`config.mk`:
```
export PLATFORM = sky130hd
export DESIGN_NAME = im_stream_loader
export DESIGN_NICKNAME = d
export VERILOG_FILES = /design/src/rtl/im_stream_loader_pkg.sv /design/src/rtl/im_word_assembler.sv /design/src/rtl/im_stream_loader.sv
export SDC_FILE = /design/constraint.sdc
export NUM_CORES = 1
export LEC_CHECK = 0
export CAP_MARGIN = 20
export CORE_UTILIZATION = 59
export DETAILED_ROUTE_END_ITERATION = 12
export PLACE_DENSITY_LB_ADDON = 0.05
export SLEW_MARGIN = 40
export SYNTH_ARGS = -nofsm -noshare
export SYNTH_HDL_FRONTEND = slang
export SYNTH_HIERARCHICAL = 1
export SYNTH_SLANG_ARGS = --single-unit
export TNS_END_PERCENT = 30
```
`constraint.sdc`:
```
create_clock -name clk -period 5.4 [get_ports clk]
set_input_delay 0.81 -clock clk [delete_from_list [all_inputs] [get_ports clk]]
set_output_delay 0.81 -clock clk [all_outputs]
set_load 0.02 [all_outputs]
```
`src/rtl/im_stream_loader_pkg.sv`:
```
// Shared definitions for the instruction-memory stream loader.
// Frame layout: 2 big-endian length bytes, then big-endian 32-bit words.
package im_stream_loader_pkg;

    typedef enum logic [2:0] {
        IDLE,
        LEN_HI,
        LEN_LO,
        DATA,
        WRITE,
        DONE,
        ERR
    } state_e;

    localparam int unsigned LEN_BYTES      = 2;
    localparam int unsigned BYTES_PER_WORD = 4;

endpackage

```
`src/rtl/im_word_assembler.sv`:
```
// Shifts stream bytes into a big-endian word and flags the byte that completes it.
// word_next presents the full word combinationally alongside word_complete.
module im_word_assembler
    import im_stream_loader_pkg::*;
(
    input  logic        clk,
    input  logic        rst,
    input  logic        clr,
    input  logic        shift_en,
    input  logic [7:0]  byte_in,
    output logic [31:0] word_next,
    output logic        word_complete
);

    localparam int unsigned IdxW = $clog2(BYTES_PER_WORD);

    // Only the three earlier bytes need storage; the fourth arrives on byte_in.
    logic [23:0]     word_q, word_d;
    logic [IdxW-1:0] idx_q, idx_d;

    always_comb begin
        word_next     = {word_q, byte_in};
        word_complete = shift_en && (idx_q == IdxW'(BYTES_PER_WORD - 1));
        word_d        = word_q;
        idx_d         = idx_q;
        if (clr) begin
            word_d = '0;
            idx_d  = '0;
        end else if (shift_en) begin
            word_d = word_next[23:0];
            idx_d  = idx_q + 1'b1;
        end
    end

    always_ff @(posedge clk or posedge rst) begin
        if (rst) begin
            word_q <= '0;
            idx_q  <= '0;
        end else begin
            word_q <= word_d;
            idx_q  <= idx_d;
        end
    end

endmodule

```
`src/rtl/im_stream_loader.sv`:
```
// Loads a length-prefixed byte stream into instruction memory, one word per
// WRITE cycle, holding busy high so the CPU stays in reset meanwhile.
module im_stream_loader
    import im_stream_loader_pkg::*;
#(
    parameter int unsigned AddrWidth     = 10,
    parameter int unsigned TimeoutCycles = 0
) (
    input  logic                 clk,
    input  logic                 rst,
    input  logic                 start,
    input  logic                 rx_valid,
    input  logic [7:0]           rx_data,
    output logic                 rx_ready,
    output logic                 mem_we,
    output logic [AddrWidth-1:0] mem_addr,
    output logic [31:0]          mem_wdata,
    output logic                 busy,
    output logic                 done,
    output logic                 err,
    output logic [AddrWidth:0]   words_written
);

    localparam int unsigned LenW     = 8 * LEN_BYTES;
    localparam int unsigned Capacity = 1 << AddrWidth;

    state_e               state_q, state_d;
    logic [LenW-1:0]      len_q, len_d, len_full;
    logic [AddrWidth-1:0] addr_q, addr_d;
    logic [AddrWidth:0]   words_q, words_d;
    logic [31:0]          wdata_q, wdata_d;
    logic [31:0]          tmo_q, tmo_d;
    logic                 done_q, done_d, err_q, err_d;
    logic                 xfer, asm_clr, shift_en, word_complete;
    logic [31:0]          word_next;

    assign xfer = rx_valid && rx_ready;

    im_word_assembler u_asm (
        .clk           (clk),
        .rst           (rst),
        .clr           (asm_clr),
        .shift_en      (shift_en),
        .byte_in       (rx_data),
        .word_next     (word_next),
        .word_complete (word_complete)
    );

    always_comb begin
        state_d  = state_q;
        len_d    = len_q;
        addr_d   = addr_q;
        words_d  = words_q;
        wdata_d  = wdata_q;
        tmo_d    = tmo_q;
        done_d   = done_q;
        err_d    = err_q;
        rx_ready = 1'b0;
        mem_we   = 1'b0;
        busy     = 1'b0;
        asm_clr  = 1'b0;
        shift_en = 1'b0;
        len_full = {len_q[LenW-9:0], rx_data};

        unique case (state_q)
            IDLE, DONE, ERR: begin
                if (start) begin
                    state_d = LEN_HI;
                    done_d  = 1'b0;
                    err_d   = 1'b0;
                    words_d = '0;
                    addr_d  = '0;
                    tmo_d   = '0;
                    asm_clr = 1'b1;
                end
            end
            LEN_HI: begin
                rx_ready = 1'b1;
                busy     = 1'b1;
                if (xfer) begin
                    len_d   = len_full;
                    state_d = LEN_LO;
                end
            end
            LEN_LO: begin
                rx_ready = 1'b1;
                busy     = 1'b1;
                if (xfer) begin
                    len_d = len_full;
                    if (len_full == '0) begin
                        state_d = DONE;
                        done_d  = 1'b1;
                    end else if (32'(len_full) > Capacity) begin
                        state_d = ERR;
                        err_d   = 1'b1;
                    end else begin
                        state_d = DATA;
                    end
                end
            end
            DATA: begin
                rx_ready = 1'b1;
                busy     = 1'b1;
                shift_en = xfer;
                if (word_complete) begin
                    wdata_d = word_next;
                    state_d = WRITE;
                end
            end
            WRITE: begin
                mem_we  = 1'b1;
                busy    = 1'b1;
                addr_d  = addr_q + 1'b1;
                words_d = words_q + 1'b1;
                if (32'(words_d) == 32'(len_q)) begin
                    state_d = DONE;
                    done_d  = 1'b1;
                end else begin
                    state_d = DATA;
                end
            end
            default: state_d = IDLE;
        endcase

        // Idle-gap watchdog; rx_ready is high exactly in the states it guards.
        if (TimeoutCycles != 0 && rx_ready) begin
            if (xfer) begin
                tmo_d = '0;
            end else begin
                tmo_d = tmo_q + 1'b1;
                if (tmo_d == TimeoutCycles) begin
                    state_d = ERR;
                    err_d   = 1'b1;
                end
            end
        end
    end

    always_ff @(posedge clk or posedge rst) begin
        if (rst) begin
            state_q <= IDLE;
            len_q   <= '0;
            addr_q  <= '0;
            words_q <= '0;
            wdata_q <= '0;
            tmo_q   <= '0;
            done_q  <= 1'b0;
            err_q   <= 1'b0;
        end else begin
            state_q <= state_d;
            len_q   <= len_d;
            addr_q  <= addr_d;
            words_q <= words_d;
            wdata_q <= wdata_d;
            tmo_q   <= tmo_d;
            done_q  <= done_d;
            err_q   <= err_d;
        end
    end

    assign mem_addr      = addr_q;
    assign mem_wdata     = wdata_q;
    assign done          = done_q;
    assign err           = err_q;
    assign words_written = words_q;

endmodule

```
==> results <==
- The number of instances in the synthesized netlist is 433.
- For this run, the total global-route usage over all layers was measured as 25.8%.
- Clock-pin slew was measured on the worst setup and hold paths at 100 ps.
- Subtracting the final worst setup slack from the clock period gives 3590 ps.
- The sequential share of power is 46.8%.
- Measured against its own limit, the worst slew margin works out to 49.8%.
- In this run the critical register-to-register path is launched from state_q[0].
- The data arrival at the endpoint of the critical path is 2770 ps.
- The filler-free cell count of the finished design is 593.
- For this run, the leading register cell type out of synthesis is sky130_fd_sc_hd__dfrtp_1.
- Setup repair after global routing left no endpoint under its margin.
- Derived from the worst setup path, the maximum achievable clock frequency is 279 MHz.
- The startpoint-to-endpoint class of the critical path is reg2out.
- The clock net in this run drives a total of 100 sinks.
- After global routing the overflow that remains totals 0.
- Routability-driven placement finished with a final weighted congestion of 0.903.
- The post-synthesis sequential element count is 100.
- The global-route wire length before repair is 17.3 mm.
- After synthesis, the share of flip-flops with an asynchronous set or reset is 100%.
- The top fanout value on the critical path is 22.
- After clock tree synthesis, the flow added hold-fix buffers numbering 0.
- In this run the vertical extent of the chip is 92.4 um.
- After detailed placement, the design holds a cell count of 577.
- The switching power share of the total is 37.1%.
- The first routing iteration left 219 violations.
- The tightest min-delay check is of the reg2reg type.
- TritonCTS built the clock tree.
- The initialized floorplan defines 32 standard-cell rows.
- The share of cell area taken by muxes after synthesis is 16.8%.
- The number of levels in the clock H-tree is 3.
- Relative to the synthesized area, the layout overhead comes to 17.8%.
- The utilization after layout is 72.8%.
- The adder and majority cell fraction of the synthesized area is 0.986%.
- For the final routed database, the setup TNS stands at 0 ps.
- The launch point of the worst path is state_q[0].
- The final critical path takes up 66.4% of the cycle.
- The leakage dissipation is 0.00254 uW.
- The per-cell routed wire length is 17.2 um.
- The synthesized design contains 0 enable-type register cells.
- The post-detailed-placement half-perimeter wirelength is 7.07 mm.
- The largest net degree at the start of global routing is 51.
- The net switching power of the design is 858 uW.
- The number of max-slew violations in the final report is 0.
- During I/O placement, the number of pins put on the boundary was 70.
- The total wire length after detailed routing is 10.2 mm.
- The distinct cell type count after synthesis is 60.
- Setup slack closes at 1820 ps.
- The post-detailed-route DRC marker count is 0.
- The via count of the first global-routing pass came to 3332.
- The number of diodes added for antenna fixing is 0.
- In this run the mean area of a mapped cell was 11.1 um2.
- The via count of the routed design is 3541.
- The clock reaches the later pin of the worst-skew pair after 370 ps.
- The first-pass iteration count of the detailed router is 5.
- Post-CTS repair changed the size of 0 cells.
- Combinational logic is responsible for 31.9% of the overall power.
- In this run the clock root is driven by a sky130_fd_sc_hd__clkbuf_8.
- The run finished with clean final reports.
- The fraction of layout cells with a size suffix above 1 is 8.15%.
- The die area is 8540 um2.
- The beginning of the worst hold path is mem_addr[9].
- The synthesized net count is 448.
- Prior to clock tree synthesis, the placed netlist has a worst setup slack of 2180 ps.
- The total standard cell area after synthesis is 4820 um2.
- STA classifies the critical path startpoint as a flip-flop.
- The data required time at the worst endpoint is 4590 ps.
- After Yosys synthesis, and, or, nand and nor cells account for 13.7% of the synthesized area.
- Yosys printed 6 warnings.
- By area, the combinational part of the netlist is dominated by multiplexers.
- The initial utilization of the core area, before any placement, comes to 61.8%.
- The total number of nets in the final design is 501.
- Setup violations remaining at the end of the flow were counted as 0.
- No sink is reached through more buffers than the 2 on the longest clock path.
- The die is 92.4 um wide.
- Sequential cells were found to cover 51.9% of the synthesized design area.
- Once detail routing completed, the nets flagged for antenna violations numbered 0.
- The worst-case IR drop observed on VDD is 0.211 mV.
- The count of final hold-check violations came to 0.
- The synthesized netlist devotes 9.39% of its cell area to compound gates.
- The count of port buffers added during placement is 69.
- The internal power of the cells is 1450 uW.
- The placeable core area is 7810 um2.
- The endpoint type of the worst setup path is a primary output.
- The power share of the clock group is 21.3%.
- Dividing the detail-routed via count by the number of cells gives 5.97.
- The max-capacitance violation count is 0.
- Of the total synthesized cell area, the portion taken by XOR and XNOR cells is 2.36%.
- The number of antenna violations at the first check in global routing is 0.
- The slew at the pin closest to its max-slew limit is 751 ps.
- The final clock skew is 14.1 ps.
- The post-CTS repair timing setup buffer count is 0.
- TritonCTS created 9 clock buffers.
- The power per unit of standard cell area is 407 nW/um2.
-- per-stage QoR --
stage / total power (uW) / area (um2) / hold WS (ps)
6_report: 2310 / 5680 / 483
5_1_grt: 2450 / 5680 / 512
4_1_cts: 2320 / 5680 / 491
3_5_place_dp: 1830 / 5470 / 472
3_3_place_gp: 1800 / 5470 / 463
2_1_floorplan: 1610 / 4820 / 457
-- critical path, cell delays in order, from the launching register on --
cell and delay [ps]:
sky130_fd_sc_hd__dfrtp_1 520, sky130_fd_sc_hd__nor2_1 250, sky130_fd_sc_hd__nand2_1 480, sky130_fd_sc_hd__inv_2 470, sky130_fd_sc_hd__clkdlybuf4s50_1 670
-- state kept, by name, summed over array words and instances, names as in the netlist --
name / cells
mem_wdata: 32
u_asm/word_q: 24
len_q: 16
words_written: 11
mem_addr: 10
state_q: 3
u_asm/idx_q: 2
done: 1
err: 1
-- cells in the mapped netlist (3+ instances only) --
master                     count  area (um2)
sky130_fd_sc_hd__nor2_1       44         165
sky130_fd_sc_hd__o21ai_1      16        80.1
sky130_fd_sc_hd__o31ai_1       3        22.5
sky130_fd_sc_hd__mux2i_1      27         270
sky130_fd_sc_hd__and3_1       10        62.6
sky130_fd_sc_hd__clkbuf_1      4        15.0
sky130_fd_sc_hd__dfrtp_1     100        2500
sky130_fd_sc_hd__mux2_2        8        90.1
sky130_fd_sc_hd__buf_1         4        15.0
sky130_fd_sc_hd__mux2_1       40         450
sky130_fd_sc_hd__ha_1          3        37.5
sky130_fd_sc_hd__a21oi_1       7        35.0
sky130_fd_sc_hd__o21ai_0      19        95.1
sky130_fd_sc_hd__inv_1         7        26.3
sky130_fd_sc_hd__xnor2_1       9        78.8
sky130_fd_sc_hd__nand2_1      25        93.8
sky130_fd_sc_hd__xor2_1        4        35.0
sky130_fd_sc_hd__nor3_1        6        30.0
sky130_fd_sc_hd__buf_4         8        60.1
sky130_fd_sc_hd__a31oi_1       7        43.8
sky130_fd_sc_hd__buf_2        12        60.1
sky130_fd_sc_hd__nand3_1      13        65.1
sky130_fd_sc_hd__nand4_1       8        50.1
-- final timing paths --
| kind | end | slack, ps | cells past startpoint |
|---|---|---|---|
| hold / removal | mem_addr[9] | 480 | 1 |
| max in group asynchronous | len_q[15] | 3670 | 3 |
| hold reg to reg | mem_addr[9] | 480 | 1 |
| min in group asynchronous | u_asm/word_q[21] | 910 | 2 |
| setup reg to reg | mem_addr[6] | 2380 | 7 |
| setup / recovery | mem_we | 1820 | 4 |
-- power by group through the flow --
stage | Combinational [uW] | Sequential [uW] | Clock (uW)
after global placement | 715 | 1090 | 0
after global routing | 812 | 1100 | 536
final | 737 | 1080 | 492
after floorplan | 573 | 1040 | 0
after CTS | 740 | 1080 | 503
after detailed placement | 733 | 1090 | 0
-- layer usage --
layer	global-route usage (%)	share of wire [%]	up-vias
li1	-	-	1655
met1	39.0	48	1756
met2	38.8	46	120
met3	3.61	4.9	10
met4	7.55	1.1	0
met5	0	0	-
-- logic make-up after synthesis --
family / Yosys count
simple gates: 129
flops: 100
mux: 75
compound gates: 72
buf+inv: 40
xor+xnor: 13
fa+ha+maj: 4
-- cell type report --
| type | instances | area (um2) |
|---|---|---|
| clock inverters | 7 | 85.1 |
| fillers | 590 | 2130 |
| multi-input cells | 293 | 2090 |
| clock buffers | 9 | 124 |
| flip-flops and latches | 100 | 2500 |
| inverters | 9 | 36.3 |
| repair buffers | 73 | 721 |
| well taps | 102 | 128 |
-- cells in the final DEF (no fill, tap or decap), types with 2 or more instances in the layout --
cell                              netlist  layout
sky130_fd_sc_hd__dfrtp_1              100     100
sky130_fd_sc_hd__clkdlybuf4s50_1        0      69
sky130_fd_sc_hd__nor2_1                44      44
sky130_fd_sc_hd__mux2_1                40      40
sky130_fd_sc_hd__mux2i_1               27      27
sky130_fd_sc_hd__nand2_1               25      25
sky130_fd_sc_hd__o21ai_0               19      19
sky130_fd_sc_hd__o21ai_1               16      16
sky130_fd_sc_hd__nand3_1               13      13
sky130_fd_sc_hd__and3_1                10      10
sky130_fd_sc_hd__xnor2_1                9       9
sky130_fd_sc_hd__clkbuf_8               0       9
sky130_fd_sc_hd__nand4_1                8       8
sky130_fd_sc_hd__mux2_2                 8       8
sky130_fd_sc_hd__a31oi_1                7       7
sky130_fd_sc_hd__a21oi_1                7       7
sky130_fd_sc_hd__nor3_1                 6       6
sky130_fd_sc_hd__inv_1                  7       5
sky130_fd_sc_hd__xor2_1                 4       4
sky130_fd_sc_hd__buf_4                  8       4
sky130_fd_sc_hd__o31ai_1                3       3
sky130_fd_sc_hd__inv_2                  2       3
sky130_fd_sc_hd__ha_1                   3       3
sky130_fd_sc_hd__nand2b_1               2       2
sky130_fd_sc_hd__nor4_1                 2       2
sky130_fd_sc_hd__or4_1                  2       2
sky130_fd_sc_hd__and4_1                 2       2
sky130_fd_sc_hd__and2_1                 2       2
sky130_fd_sc_hd__o22ai_1                2       2
sky130_fd_sc_hd__a2111oi_0              2       2
sky130_fd_sc_hd__or3_1                  2       2
sky130_fd_sc_hd__a211o_1                2       2
sky130_fd_sc_hd__nor2_2                 2       2
sky130_fd_sc_hd__clkinvlp_4             0       2
sky130_fd_sc_hd__inv_8                  0       2
sky130_fd_sc_hd__clkinv_4               0       2
No activity file was read; power rests on OpenSTA's default activity.
